[src/rtl/fft_adc_loader_if.sv]
// Sample-loader bus: ADC stream and FFT handshake in, FFT input-RAM write port out.
// The ADC/bench side drives through master; the loader attaches through slave.
interface fft_adc_loader_if #(
    parameter int unsigned DATA_W  = 16,
    parameter int unsigned BANK_AW = 9
);
    logic                iENABLE;
    logic [DATA_W-1:0]   iSAMPLE;
    logic                iVALID;
    logic                iFFT_RDY;
    logic [DATA_W-1:0]   oDATA;
    logic [BANK_AW-1:0]  oADDR_WR_0;
    logic [BANK_AW-1:0]  oADDR_WR_1;
    logic [BANK_AW-1:0]  oADDR_WR_2;
    logic [BANK_AW-1:0]  oADDR_WR_3;
    logic                oWE_0;
    logic                oWE_1;
    logic                oWE_2;
    logic                oWE_3;
    logic                oSTART;
    logic                oBUSY;
    logic                oFRAME_DONE;
    logic [15:0]         oDROP_CNT;

    modport master (
        output iENABLE, iSAMPLE, iVALID, iFFT_RDY,
        input  oDATA, oADDR_WR_0, oADDR_WR_1, oADDR_WR_2, oADDR_WR_3,
               oWE_0, oWE_1, oWE_2, oWE_3, oSTART, oBUSY, oFRAME_DONE, oDROP_CNT
    );

    modport slave (
        input  iENABLE, iSAMPLE, iVALID, iFFT_RDY,
        output oDATA, oADDR_WR_0, oADDR_WR_1, oADDR_WR_2, oADDR_WR_3,
               oWE_0, oWE_1, oWE_2, oWE_3, oSTART, oBUSY, oFRAME_DONE, oDROP_CNT
    );
endinterface

[src/rtl/fft_adc_loader.sv]
// Loads one 2048-sample frame of ADC data into the four FFT input banks,
// strobes the FFT start and holds off new frames until the FFT reports done.
module fft_adc_loader #(
    parameter int unsigned DATA_W  = 16,
    parameter int unsigned BANK_AW = 9,
    parameter int unsigned N_BANK  = 4
) (
    input  logic           iCLK,
    input  logic           iRESET,
    fft_adc_loader_if.slave bus
);
    localparam int unsigned SEL_W = $clog2(N_BANK);
    localparam int unsigned IDX_W = BANK_AW + SEL_W;
    localparam int unsigned CNT_W = 16;
    localparam logic [IDX_W-1:0] LAST_IDX = {IDX_W{1'b1}};

    typedef enum logic [1:0] {S_IDLE, S_FILL, S_START, S_WAIT} state_t;

    state_t             state_q, state_d;
    logic [IDX_W-1:0]   n_q, n_d;
    logic               rdy_q, rdy_d;
    logic [DATA_W-1:0]  data_q, data_d;
    logic [BANK_AW-1:0] addr_q [N_BANK];
    logic [BANK_AW-1:0] addr_d [N_BANK];
    logic [N_BANK-1:0]  we_q, we_d;
    logic               start_q, start_d;
    logic               busy_q, busy_d;
    logic               done_q, done_d;
    logic [CNT_W-1:0]   drop_q, drop_d;
    logic               rdy_rise;
    logic               drop_inc;
    logic [SEL_W-1:0]   sel;

    // Next-state, write path and drop counting
    always_comb begin
        state_d  = state_q;
        n_d      = n_q;
        rdy_d    = bus.iFFT_RDY;
        data_d   = data_q;
        addr_d   = addr_q;
        we_d     = '0;
        start_d  = 1'b0;
        done_d   = 1'b0;
        drop_d   = drop_q;
        drop_inc = 1'b0;
        rdy_rise = bus.iFFT_RDY & ~rdy_q;
        sel      = n_q[IDX_W-1:BANK_AW];

        case (state_q)
            S_IDLE: begin
                if (bus.iENABLE) begin
                    state_d = S_FILL;
                    n_d     = '0;
                end
            end
            S_FILL: begin
                if (!bus.iENABLE) begin
                    state_d = S_IDLE;
                    n_d     = '0;
                end else if (bus.iVALID) begin
                    data_d      = bus.iSAMPLE;
                    we_d[sel]   = 1'b1;
                    addr_d[sel] = n_q[BANK_AW-1:0];
                    n_d         = n_q + IDX_W'(1);
                    if (n_q == LAST_IDX) begin
                        state_d = S_START;
                        start_d = 1'b1;
                    end
                end
            end
            S_START: begin
                drop_inc = bus.iVALID;
                state_d  = S_WAIT;
            end
            S_WAIT: begin
                drop_inc = bus.iVALID;
                if (rdy_rise) begin
                    done_d  = 1'b1;
                    n_d     = '0;
                    state_d = bus.iENABLE ? S_FILL : S_IDLE;
                end
            end
            default: state_d = S_IDLE;
        endcase

        if (drop_inc && (drop_q != {CNT_W{1'b1}})) begin
            drop_d = drop_q + CNT_W'(1);
        end
        busy_d = (state_d == S_START) || (state_d == S_WAIT);
    end

    always_ff @(posedge iCLK or posedge iRESET) begin
        if (iRESET) begin
            state_q <= S_IDLE;
            n_q     <= '0;
            rdy_q   <= 1'b0;
            data_q  <= '0;
            for (int i = 0; i < int'(N_BANK); i++) begin
                addr_q[i] <= '0;
            end
            we_q    <= '0;
            start_q <= 1'b0;
            busy_q  <= 1'b0;
            done_q  <= 1'b0;
            drop_q  <= '0;
        end else begin
            state_q <= state_d;
            n_q     <= n_d;
            rdy_q   <= rdy_d;
            data_q  <= data_d;
            addr_q  <= addr_d;
            we_q    <= we_d;
            start_q <= start_d;
            busy_q  <= busy_d;
            done_q  <= done_d;
            drop_q  <= drop_d;
        end
    end

    assign bus.oDATA       = data_q;
    assign bus.oADDR_WR_0  = addr_q[0];
    assign bus.oADDR_WR_1  = addr_q[1];
    assign bus.oADDR_WR_2  = addr_q[2];
    assign bus.oADDR_WR_3  = addr_q[3];
    assign bus.oWE_0       = we_q[0];
    assign bus.oWE_1       = we_q[1];
    assign bus.oWE_2       = we_q[2];
    assign bus.oWE_3       = we_q[3];
    assign bus.oSTART      = start_q;
    assign bus.oBUSY       = busy_q;
    assign bus.oFRAME_DONE = done_q;
    assign bus.oDROP_CNT   = drop_q;
endmodule

[src/flat_wrapper.sv]
// flat-port wrapper written by rule: the top's interface ports become plain ports
module fft_adc_loader_flat 
#(
    parameter int unsigned DATA_W  = 16,
    parameter int unsigned BANK_AW = 9,
    parameter int unsigned N_BANK  = 4
)
  (iCLK, iRESET, bus_iENABLE, bus_iSAMPLE, bus_iVALID, bus_iFFT_RDY, bus_oDATA, bus_oADDR_WR_0, bus_oADDR_WR_1, bus_oADDR_WR_2, bus_oADDR_WR_3, bus_oWE_0, bus_oWE_1, bus_oWE_2, bus_oWE_3, bus_oSTART, bus_oBUSY, bus_oFRAME_DONE, bus_oDROP_CNT);
  fft_adc_loader_if #(.DATA_W(DATA_W), .BANK_AW(BANK_AW)) bus_i ();
  input  logic iCLK;
  input  logic iRESET;
  input wire logic [$bits(bus_i.iENABLE)-1:0] bus_iENABLE;
  input wire logic [$bits(bus_i.iSAMPLE)-1:0] bus_iSAMPLE;
  input wire logic [$bits(bus_i.iVALID)-1:0] bus_iVALID;
  input wire logic [$bits(bus_i.iFFT_RDY)-1:0] bus_iFFT_RDY;
  output wire logic [$bits(bus_i.oDATA)-1:0] bus_oDATA;
  output wire logic [$bits(bus_i.oADDR_WR_0)-1:0] bus_oADDR_WR_0;
  output wire logic [$bits(bus_i.oADDR_WR_1)-1:0] bus_oADDR_WR_1;
  output wire logic [$bits(bus_i.oADDR_WR_2)-1:0] bus_oADDR_WR_2;
  output wire logic [$bits(bus_i.oADDR_WR_3)-1:0] bus_oADDR_WR_3;
  output wire logic [$bits(bus_i.oWE_0)-1:0] bus_oWE_0;
  output wire logic [$bits(bus_i.oWE_1)-1:0] bus_oWE_1;
  output wire logic [$bits(bus_i.oWE_2)-1:0] bus_oWE_2;
  output wire logic [$bits(bus_i.oWE_3)-1:0] bus_oWE_3;
  output wire logic [$bits(bus_i.oSTART)-1:0] bus_oSTART;
  output wire logic [$bits(bus_i.oBUSY)-1:0] bus_oBUSY;
  output wire logic [$bits(bus_i.oFRAME_DONE)-1:0] bus_oFRAME_DONE;
  output wire logic [$bits(bus_i.oDROP_CNT)-1:0] bus_oDROP_CNT;
  assign bus_i.iENABLE = bus_iENABLE;
  assign bus_i.iSAMPLE = bus_iSAMPLE;
  assign bus_i.iVALID = bus_iVALID;
  assign bus_i.iFFT_RDY = bus_iFFT_RDY;
  assign bus_oDATA = bus_i.oDATA;
  assign bus_oADDR_WR_0 = bus_i.oADDR_WR_0;
  assign bus_oADDR_WR_1 = bus_i.oADDR_WR_1;
  assign bus_oADDR_WR_2 = bus_i.oADDR_WR_2;
  assign bus_oADDR_WR_3 = bus_i.oADDR_WR_3;
  assign bus_oWE_0 = bus_i.oWE_0;
  assign bus_oWE_1 = bus_i.oWE_1;
  assign bus_oWE_2 = bus_i.oWE_2;
  assign bus_oWE_3 = bus_i.oWE_3;
  assign bus_oSTART = bus_i.oSTART;
  assign bus_oBUSY = bus_i.oBUSY;
  assign bus_oFRAME_DONE = bus_i.oFRAME_DONE;
  assign bus_oDROP_CNT = bus_i.oDROP_CNT;
  fft_adc_loader #(.DATA_W(DATA_W), .BANK_AW(BANK_AW), .N_BANK(N_BANK)) u_core (.iCLK(iCLK), .iRESET(iRESET), .bus(bus_i));
endmodule
[config.mk]
export PLATFORM = sky130hd
export DESIGN_NAME = fft_adc_loader_flat
export DESIGN_NICKNAME = d
export VERILOG_FILES = /design/src/rtl/fft_adc_loader_if.sv /design/src/rtl/fft_adc_loader.sv /design/src/flat_wrapper.sv
export SDC_FILE = /design/constraint.sdc
export NUM_CORES = 1
export LEC_CHECK = 0
export ABC_CLOCK_PERIOD_IN_PS = 3700
export CORE_MARGIN = 4
export CORE_UTILIZATION = 45
export CTS_CLUSTER_DIAMETER = 120
export DETAILED_ROUTE_END_ITERATION = 7
export PLACE_DENSITY = 0.74
export SYNTH_ARGS = -nofsm -noshare
export SYNTH_HDL_FRONTEND = slang
export SYNTH_SLANG_ARGS = --single-unit
[constraint.sdc]
create_clock -name iCLK -period 3.7 [get_ports iCLK]
set_clock_uncertainty 0.1 [all_clocks]
set_input_delay 0.555 -clock iCLK [delete_from_list [all_inputs] [get_ports iCLK]]
set_output_delay 0.555 -clock iCLK [all_outputs]
set_load 0.03 [all_outputs]
# [Word level (Yosys, flattened, before mapping)]
# Index checks and enable logic that the tools add are counted.
# Widths: inputs -> output; s select.
[totals] out_inout_bits=75 in_bits=21 reg_bits=89
[classes] n_reduce_logical=9 addsub=2 mux=27 magnitude_cmp=4 bitwise=3 eq_ne=10
[ops] operator="$mux 11" n=4
[ops] operator="$bwmux 36" n=1
[ops] operator="$pmux 11 s3" n=1
[ops] operator="$demux 9 s2" n=1
[ops] operator="$add 16x1->16 const B" n=1
[ops] operator="$ne 16x16->1 const B" n=1
[ops] operator="$mux 4" n=3
[ops] operator="$add 11x1->11 const B" n=1
[ops] operator="$eq 11x11->1 const B" n=1
[ops] operator="$mux 2" n=5
[ops] operator="$mux 1" n=9
[ops] operator="$mux 9" n=1
[ops] operator="$eq 2x2->1 const B" n=4
[ops] operator="$pmux 2 s4" n=1
[ops] operator="$reduce_and 4->1" n=1
[ops] operator="$ge 3x3->1 const B" n=1
[ops] operator="$logic_and 1x1->1" n=3
[ops] operator="$lt 2x3->1 const B" n=1
[ops] operator="$lt 3x1->1 const B" n=1
[ops] operator="$ne 3x3->1 const B" n=1
[ops] operator="$not 2->3" n=1
[ops] operator="$reduce_and 3->1" n=1
[ops] operator="$reduce_bool 3->1" n=1
[ops] operator="$demux 1 s2" n=1
[ops] operator="9 further kinds" n=9

# [Longest topological paths before layout]
# Gate-level depths: netlist of the first run.
[depth] word_depth=7 ltp_mapped=7 mapped_depth_nobuf=5

# [Worst setup path after synthesis of the first run]
# No wires, ideal clock.
[synth_timing] path_kind="register to register" from="register u_core.drop_q[0], in the netlist u_core.bus.oDROP_CNT[0]" to="register u_core.drop_q[4], in the netlist u_core.bus.oDROP_CNT[4]" stages_incl_launch_ff=7 n_path_buf=1 t_arrival_ps=1645 slack_ps=1817 cell_sequence="dfrtp_1 > ha_1 > nand4_1 > nor3_2 > buf_2 > a21oi_1 > xor2_1"
[synth_via] elab_chain_cells=2
[synth_rtl] item="from (decl)" line="fft_adc_loader.sv:29" text="logic [CNT_W-1:0] drop_q, drop_d;"
[synth_rtl] item="from (signal assigned)" line="fft_adc_loader.sv:116" text="drop_q <= drop_d;"
[synth_rtl] item="parallel branches: the longest is 2 deep, another holds $add 16x1->16"
# Parallel ways; which one is timed is not known.
# A chain may end at the register's enable or synchronous reset.

# [Worst setup path in the final report of the first run]
[layout_timing] from="input bus_iENABLE" to="register u_core.addr_q, in the netlist u_core.bus.oADDR_WR_2[0]"
[layout_via] elab_chain_cells=1
[layout_rtl] item="from (decl)" line="flat_wrapper.sv:12" text="input wire logic [$bits(bus_i.iENABLE)-1:0] bus_iENABLE;"
[layout_rtl] item="$reduce_and 3->1 (no source line)"
[layout_rtl] item="to (signal assigned)" line="fft_adc_loader.sv:111" text="addr_q <= addr_d;"
[layout_rtl] item="to (decl)" line="fft_adc_loader.sv:23" text="logic [BANK_AW-1:0] addr_q [N_BANK];"
# Every way passes these cells.

==> flow_metrics.py, run 1 <==
metrics = {
    "outcome": {
        "outcome": "complete, no violations",
    },
    "final_layout": {
        "drive_above_1_share_pct": 15.6,
        "final_cell_count_no_fill": 522,
        "fillerInstances": 680,
        "area_growth_pct": 33.5,
        "layout.nets": 435,
        "antennaDiodeCount": 0,
    },
    "global_route": {
        "gr-max-usage-layer": "met2",
        "wire_length_of_the_first_global_routing_pass_um": 13500,
        "gr-total-overflow": 0,
        "global_route.usage.met2_pct": 26.7,
        "grt_max_degree": 49,
        "antenna_found_initial": 0,
        "grtUsageMet3_pct": 3.44,
        "grtUsageMet1_pct": 23.8,
        "grtUsageTotal_pct": 17.3,
        "first_global_vias": 2707,
    },
    "worst_hold_path": {
        "whs_path_depth": 2,
        "min_from": "u_core.bus.oDATA[15]",
        "hold_path.class": "reg2reg",
        "worst_hold_path.endpoint": "u_core.bus.oDATA[15]",
    },
    "yosys": {
        "netlist-cell-type-count": 42,
        "synth_edf_count": 0,
        "predominant_post_synthesis_flop_cell": "sky130_fd_sc_hd__dfrtp_1",
        "post_synth_design_cell_area_mm2": 0.00376,
        "synthesis.area_per_instance_um2": 11.9,
        "ys_warn_count": 0,
        "synth-seq-cells": 89,
        "synth_seq_area_share_pct": 59.2,
        "asyncSetResetFlopFracSynth_pct": 100,
        "post_synth_inst_count": 316,
        "postSynthNetCount": 339,
    },
    "worst_setup_path": {
        "setup.worst_path.start": "bus_iENABLE",
        "critPathRequiredTime_ps": 3830,
        "critical_path.endpoint_type": "flop",
        "timing.reg2reg.setup_slack_ps": 1370,
        "timing.reg2reg.worst_path_depth": 5,
        "timing.critical_path.from_type": "input port",
        "regToRegEndpoint": "u_core.bus.oDROP_CNT[1]",
        "critical_path_peak_fanout": 17,
        "worstReg2RegStart": "u_core.bus.oDROP_CNT[0]",
        "setup.worst_path.class": "in2reg",
        "arrival_ps": 2630,
    },
    "cts": {
        "ctsResizeCount": 0,
        "post-cts-setup-buffer-count": 0,
        "cts_htree_levels": 3,
        "cts_inserted_buffers": 9,
        "clock_tree.buffer_depth": 2,
        "holdBufCountCts": 0,
        "cts_sink_cnt": 89,
        "tritoncts": "done",
        "cts_root_buf": "sky130_fd_sc_hd__clkbuf_8",
        "clk_pin_slew_worst_paths_ps": 90,
        "clk_latency_ps": 350,
    },
    "route": {
        "count_of_unresolved_drc_violations_after_routing": 0,
        "ant_nets": 0,
        "post_drt_wl_per_cell_um": 15.7,
        "tritonroute_pass_1_iters": 4,
        "drtIter0Drc": 117,
        "num_vias": 2707,
        "totalWireLength_um": 8200,
        "detail_route.vias_per_cell": 5.19,
    },
    "timing": {
        "total_negative_setup_slack_ps": 0,
        "final-setup-viol-count": 0,
        "tightestPinTransition_ps": 895,
        "maxSlewHeadroom_pct": 40.0,
        "finalWorstPathRequiredPeriod_ps": 2500,
        "grt_setup_unrepaired": "false",
        "post-route-period-util_pct": 67.5,
        "fin_hold_viols": 0,
        "timing_max_transition_violations_final": 0,
        "clock.fmax_ghz": 0.401,
    },
    "power": {
        "vdd.ir_drop.worst_uv": 248,
        "pleak_nw": 2.38,
        "power_per_cell_area_mw_per_mm2": 411,
    },
    "floorplanning": {
        "top_level_pins": 96,
        "chipWidth_um": 99.4,
        "die_h_um": 99.4,
        "rows": 33,
        "dieArea_mm2": 0.00988,
        "core-area_mm2": 0.00818,
        "initial_cell_density_of_the_core_pct": 46.0,
    },
    "placed_design": {
        "dpl.hpwl_um": 5730,
        "placed_cells": 506,
        "globalplace.congestion": 0.801,
        "placement.io_buffers": 95,
    },
    "flow_run": {
        "cap_violations": 0,
    },
}
[metal layers]
layer,up-vias,share of wire (%),wire [um]
met5,-,0,0
met4,0,2.2,181
met3,12,4.5,366
met2,75,47,3820
met1,1323,47,3840
li1,1297,-,-
[layout by cell type (no fill, tap or decap), types with 2 or more instances in the layout]
master / synthesis / routed
sky130_fd_sc_hd__clkinvlp_4: 0 / 2
sky130_fd_sc_hd__a21o_1: 2 / 2
sky130_fd_sc_hd__o21ai_0: 5 / 5
sky130_fd_sc_hd__dfrtp_1: 89 / 89
sky130_fd_sc_hd__and3_1: 2 / 2
sky130_fd_sc_hd__and2_1: 2 / 2
sky130_fd_sc_hd__or4_1: 6 / 6
sky130_fd_sc_hd__mux2_2: 36 / 36
sky130_fd_sc_hd__nor2b_1: 2 / 2
sky130_fd_sc_hd__xor2_1: 15 / 15
sky130_fd_sc_hd__and4b_1: 2 / 2
sky130_fd_sc_hd__nor2_8: 2 / 2
sky130_fd_sc_hd__ha_1: 2 / 2
sky130_fd_sc_hd__clkdlybuf4s50_1: 0 / 95
sky130_fd_sc_hd__nor3_1: 3 / 3
sky130_fd_sc_hd__or3_1: 2 / 2
sky130_fd_sc_hd__clkbuf_8: 0 / 11
sky130_fd_sc_hd__and4_1: 4 / 4
sky130_fd_sc_hd__nor2_1: 2 / 2
sky130_fd_sc_hd__inv_1: 10 / 9
sky130_fd_sc_hd__a21oi_1: 17 / 17
sky130_fd_sc_hd__nand4_1: 5 / 5
sky130_fd_sc_hd__nand2_1: 61 / 61
sky130_fd_sc_hd__o31ai_1: 5 / 5
sky130_fd_sc_hd__nand3_1: 12 / 12
sky130_fd_sc_hd__nor4_1: 2 / 2
[power by group]
part	internal [mW]	switching (mW)
combinational	0.123	0.172
clock	0.353	0.346
sequential	1.02	0.0469
total	1.50	0.565
[flip-flops by register name, indices dropped and copies added, names as in the netlist]
register,flops
u_core.rdy_q,1
u_core.bus.oADDR_WR_3,9
u_core.bus.oSTART,1
u_core.we_q,4
u_core.bus.oDROP_CNT,16
u_core.bus.oADDR_WR_1,9
u_core.bus.oADDR_WR_2,9
u_core.bus.oADDR_WR_0,9
u_core.bus.oFRAME_DONE,1
u_core.bus.oDATA,16
u_core.bus.oBUSY,1
u_core.n_q,11
u_core.state_q,2
[critical path, stage by stage]
cell                              delay, ps
sky130_fd_sc_hd__clkdlybuf4s50_1        600
sky130_fd_sc_hd__and3b_1                360
sky130_fd_sc_hd__nand2_4                190
sky130_fd_sc_hd__nor3_4                 510
sky130_fd_sc_hd__mux2_2                 410
[final cells by class]
| class | instances | area [um^2] | area share, % |
|---|---|---|---|
| clock buffer | 11 | 151 | 3.02 |
| clock inverter | 5 | 62.6 | 1.25 |
| inverter | 10 | 38.8 | 0.773 |
| multi-input combinational | 205 | 1430 | 28.5 |
| sequential | 89 | 2230 | 44.4 |
| tap | 105 | 131 | 2.62 |
| timing repair buffer | 97 | 978 | 19.5 |
[cell families (layout without fill, tap and decap cells)]
| family | Yosys count | in the layout | share of synthesized area [%] |
|---|---|---|---|
| xor gates and xnor gates | 16 | 16 | 3.73 |
| AOI/OAI and AO/OA | 34 | 34 | 5.66 |
| adders and majority gates | 2 | 2 | 0.665 |
| muxes | 36 | 36 | 10.8 |
| DFF | 89 | 89 | 59.2 |
| buffers and inverters | 22 | 123 | 2.76 |
| and+or+nand+nor | 117 | 117 | 17.2 |
[worst max path at each step]
stage / end / cells after the start
final: u_core.bus.oADDR_WR_2[0] / 5
after global routing: u_core.bus.oADDR_WR_2[0] / 5
after CTS: u_core.bus.oADDR_WR_2[0] / 5
after detailed placement: u_core.bus.oADDR_WR_2[6] / 5
after global placement: u_core.bus.oADDR_WR_2[6] / 5
after floorplan: u_core.bus.oADDR_WR_0[0] / 1
[cells in the mapped netlist (5+ instances only)]
library cell               n  area (um^2)
sky130_fd_sc_hd__o21ai_0   5         25.0
sky130_fd_sc_hd__dfrtp_1  89         2230
sky130_fd_sc_hd__mux2_2   36          405
sky130_fd_sc_hd__or4_1     6         45.0
sky130_fd_sc_hd__a21oi_1  17         85.1
sky130_fd_sc_hd__buf_2     5         25.0
sky130_fd_sc_hd__nand3_1  12         60.1
sky130_fd_sc_hd__xor2_1   15          131
sky130_fd_sc_hd__inv_1    10         37.5
sky130_fd_sc_hd__nand4_1   5         31.3
sky130_fd_sc_hd__nand2_1  61          229
sky130_fd_sc_hd__o31ai_1   5         37.5
[through the flow]
stage,area (um^2),hold WS (ps),setup slack (ps),util (%),total power [mW]
after global placement,4810,357,878,58.8,1.38
after global routing,5020,405,1110,61.4,2.16
final,5020,379,1200,61.4,2.06
after detailed placement,4810,361,844,58.8,1.39
after CTS,5020,384,1220,61.4,2.09
after floorplan,3760,422,738,-,1.25
No activity file was read; power rests on OpenSTA's default activity.
==> run 2: changes to the inputs <==
--- a/config.mk
+++ b/config.mk
@@ -5,12 +5,12 @@
 export SDC_FILE = /design/constraint.sdc
 export NUM_CORES = 1
 export LEC_CHECK = 0
-export ABC_CLOCK_PERIOD_IN_PS = 3700
+export ABC_CLOCK_PERIOD_IN_PS = 2100
 export CORE_MARGIN = 4
-export CORE_UTILIZATION = 45
+export CORE_UTILIZATION = 44
 export CTS_CLUSTER_DIAMETER = 120
 export DETAILED_ROUTE_END_ITERATION = 7
-export PLACE_DENSITY = 0.74
+export PLACE_DENSITY = 0.76
 export SYNTH_ARGS = -nofsm -noshare
 export SYNTH_HDL_FRONTEND = slang
 export SYNTH_SLANG_ARGS = --single-unit
==> constraint.sdc (replaced) <==
create_clock -name iCLK -period 2.1 [get_ports iCLK]
set_clock_uncertainty 0.1 [all_clocks]
set_input_delay 0.315 -clock iCLK [delete_from_list [all_inputs] [get_ports iCLK]]
set_output_delay 0.315 -clock iCLK [all_outputs]
set_load 0.03 [all_outputs]
==> run 2 against run 1 <==
  * Register-to-register slack worse by 1100 ps
  * Critical endpoint is now bus_oDROP_CNT[4]
  * Non-clock buffer count is 18 higher
  * Highest routed layer unchanged
  * Largest cell class unchanged
  * Sequential power is 77% higher
  * Cell area is 2.3% higher
  * First-iteration DRC count is 0.85% higher
  * Via count is 1.6% higher
  * Critical path depth is 4 lower
==> flow_metrics.py, run 2 (synthesis results as in run 1) <==
metrics = {
    "worst_setup_path": {
        "regToRegEndpoint": "u_core.n_q[7]",
        "timing.critical_path.from_type": "flop",
        "path_delay_family": "buffers and inverters",
        "critPathRequiredTime_ps": 1680,
        "worst_path_max_delay_cell": "sky130_fd_sc_hd__clkdlybuf4s50_1",
        "timing.reg2reg.setup_slack_ps": 280,
        "critical_path_peak_fanout": 6,
        "critical_path.endpoint_type": "output port",
        "setup.worst_path.class": "reg2out",
        "critical_path.cell_chain": "clkdlybuf4s50_1",
        "timing.reg2reg.worst_path_depth": 4,
        "worst-path-buf-inv": 1,
        "critical-path-max-stage-delay_ps": 710,
        "arrival_ps": 1500,
        "worstReg2RegStart": "u_core.state_q[0]",
    },
    "power": {
        "pleak_nw": 2.45,
        "power_per_cell_area_mw_per_mm2": 681,
        "vdd.ir_drop.worst_uv": 384,
    },
    "cts": {
        "clock_tree.buffer_depth": 2,
        "ctsResizeCount": 0,
        "clk_latency_ps": 350,
        "holdBufCountCts": 0,
        "post-cts-setup-buffer-count": 0,
        "cts_root_buf": "sky130_fd_sc_hd__clkbuf_8",
        "cts_htree_levels": 3,
        "clk_pin_slew_worst_paths_ps": 90,
        "cts_sink_cnt": 89,
        "cts_inserted_buffers": 9,
        "tritoncts": "done",
    },
    "floorplanning": {
        "chipWidth_um": 100,
        "rows": 33,
        "core-area_mm2": 0.00826,
        "initial_cell_density_of_the_core_pct": 45.5,
        "top_level_pins": 96,
        "dieArea_mm2": 0.0101,
        "die_h_um": 100,
    },
    "placed_design": {
        "pre_cts_slack_ps": -145,
        "placement.io_buffers": 95,
        "dpl.hpwl_um": 5880,
        "placed_cells": 524,
        "globalplace.congestion": 0.814,
    },
    "timing": {
        "clock.fmax_ghz": 0.522,
        "maxSlewHeadroom_pct": 63.6,
        "post-route-period-util_pct": 91.2,
        "post-route-worst-setup-slack_ps": 184,
        "finalHoldWorstSlack_ps": 298,
        "fin_hold_viols": 0,
        "finalWorstPathRequiredPeriod_ps": 1920,
        "tightestPinTransition_ps": 547,
        "grt_setup_unrepaired": "false",
        "timing_max_transition_violations_final": 0,
        "final-setup-viol-count": 0,
    },
    "route": {
        "ant_nets": 0,
        "detail_route.vias_per_cell": 5.09,
        "drtIter0Drc": 118,
        "tritonroute_pass_1_iters": 4,
        "num_vias": 2750,
        "post_drt_wl_per_cell_um": 15.3,
        "totalWireLength_um": 8270,
        "count_of_unresolved_drc_violations_after_routing": 0,
    },
    "final_layout": {
        "layout_common_cells": "sky130_fd_sc_hd__clkdlybuf4s50_1, sky130_fd_sc_hd__dfrtp_1, sky130_fd_sc_hd__nand2_1",
        "final_cell_count_no_fill": 540,
        "antennaDiodeCount": 0,
        "layout.nets": 453,
        "most_common_cell_after_layout_fill_and_taps_aside": "sky130_fd_sc_hd__clkdlybuf4s50_1",
        "drive_above_1_share_pct": 19.1,
        "area_growth_pct": 36.6,
    },
    "global_route": {
        "wire_length_of_the_first_global_routing_pass_um": 13700,
        "antenna_found_initial": 0,
        "first_global_vias": 2782,
        "grt_max_degree": 69,
        "grtUsageTotal_pct": 17.1,
        "gr-total-overflow": 0,
    },
    "outcome": {
        "outcome": "complete, no violations",
    },
    "worst_hold_path": {
        "hold_path.class": "in2async",
    },
    "flow_run": {
        "cap_violations": 0,
    },
}
run 2: per-stage QoR:
stage                     setup TNS, ps  utilization (%)  power [mW]  cell area (um^2)
after global placement             -568             60.0        2.45              4960
after detailed placement          -1010             60.0        2.46              4960
final                                 0             62.2        3.50              5140
after CTS                             0             62.2        3.55              5140
after floorplan                       0                -        2.19              3760
after global routing                  0             62.2        3.67              5140
run 2: final cells by class:
type | instances | area [um^2]
clock inverter | 6 | 42.5
tap | 105 | 131
inverter | 10 | 41.3
sequential | 89 | 2230
multi-input combinational | 205 | 1430
clock buffer | 10 | 138
timing repair buffer | 115 | 1130
fill | 689 | 3120
run 2: layer usage:
layer,vias up,GRT usage (%),wire (um)
li1,1328,-,-
met1,1344,23.1,3750
met2,69,28.2,4030
met3,9,2.70,386
met4,0,5.60,99
met5,-,0,0
run 2: worst max path at each step:
stage	start	to	slack (ps)	cells after the start
2_1_floorplan	u_core.bus.oDROP_CNT[0]	u_core.bus.oDROP_CNT[4]	220	6
3_3_place_gp	bus_iENABLE	u_core.n_q[5]	-90	5
3_5_place_dp	bus_iENABLE	u_core.n_q[6]	-150	5
4_1_cts	u_core.bus.oDROP_CNT[4]	bus_oDROP_CNT[4]	160	1
5_1_grt	bus_iENABLE	u_core.n_q[7]	90	5
6_report	u_core.bus.oDROP_CNT[4]	bus_oDROP_CNT[4]	180	1
run 2: power breakdown:
part	switching [mW]	internal, mW
logic	0.303	0.232
clock network	0.608	0.464
registers	0.0872	1.80
==> run 3: changes to the inputs <==
--- a/config.mk
+++ b/config.mk
@@ -11,6 +11,7 @@
 export CTS_CLUSTER_DIAMETER = 120
 export DETAILED_ROUTE_END_ITERATION = 7
 export PLACE_DENSITY = 0.76
+export SETUP_SLACK_MARGIN = 0.02
 export SYNTH_ARGS = -nofsm -noshare
 export SYNTH_HDL_FRONTEND = slang
 export SYNTH_SLANG_ARGS = --single-unit
==> results of run 3 <==
The final DEF is identical to that of run 2; final timing and power are the same.
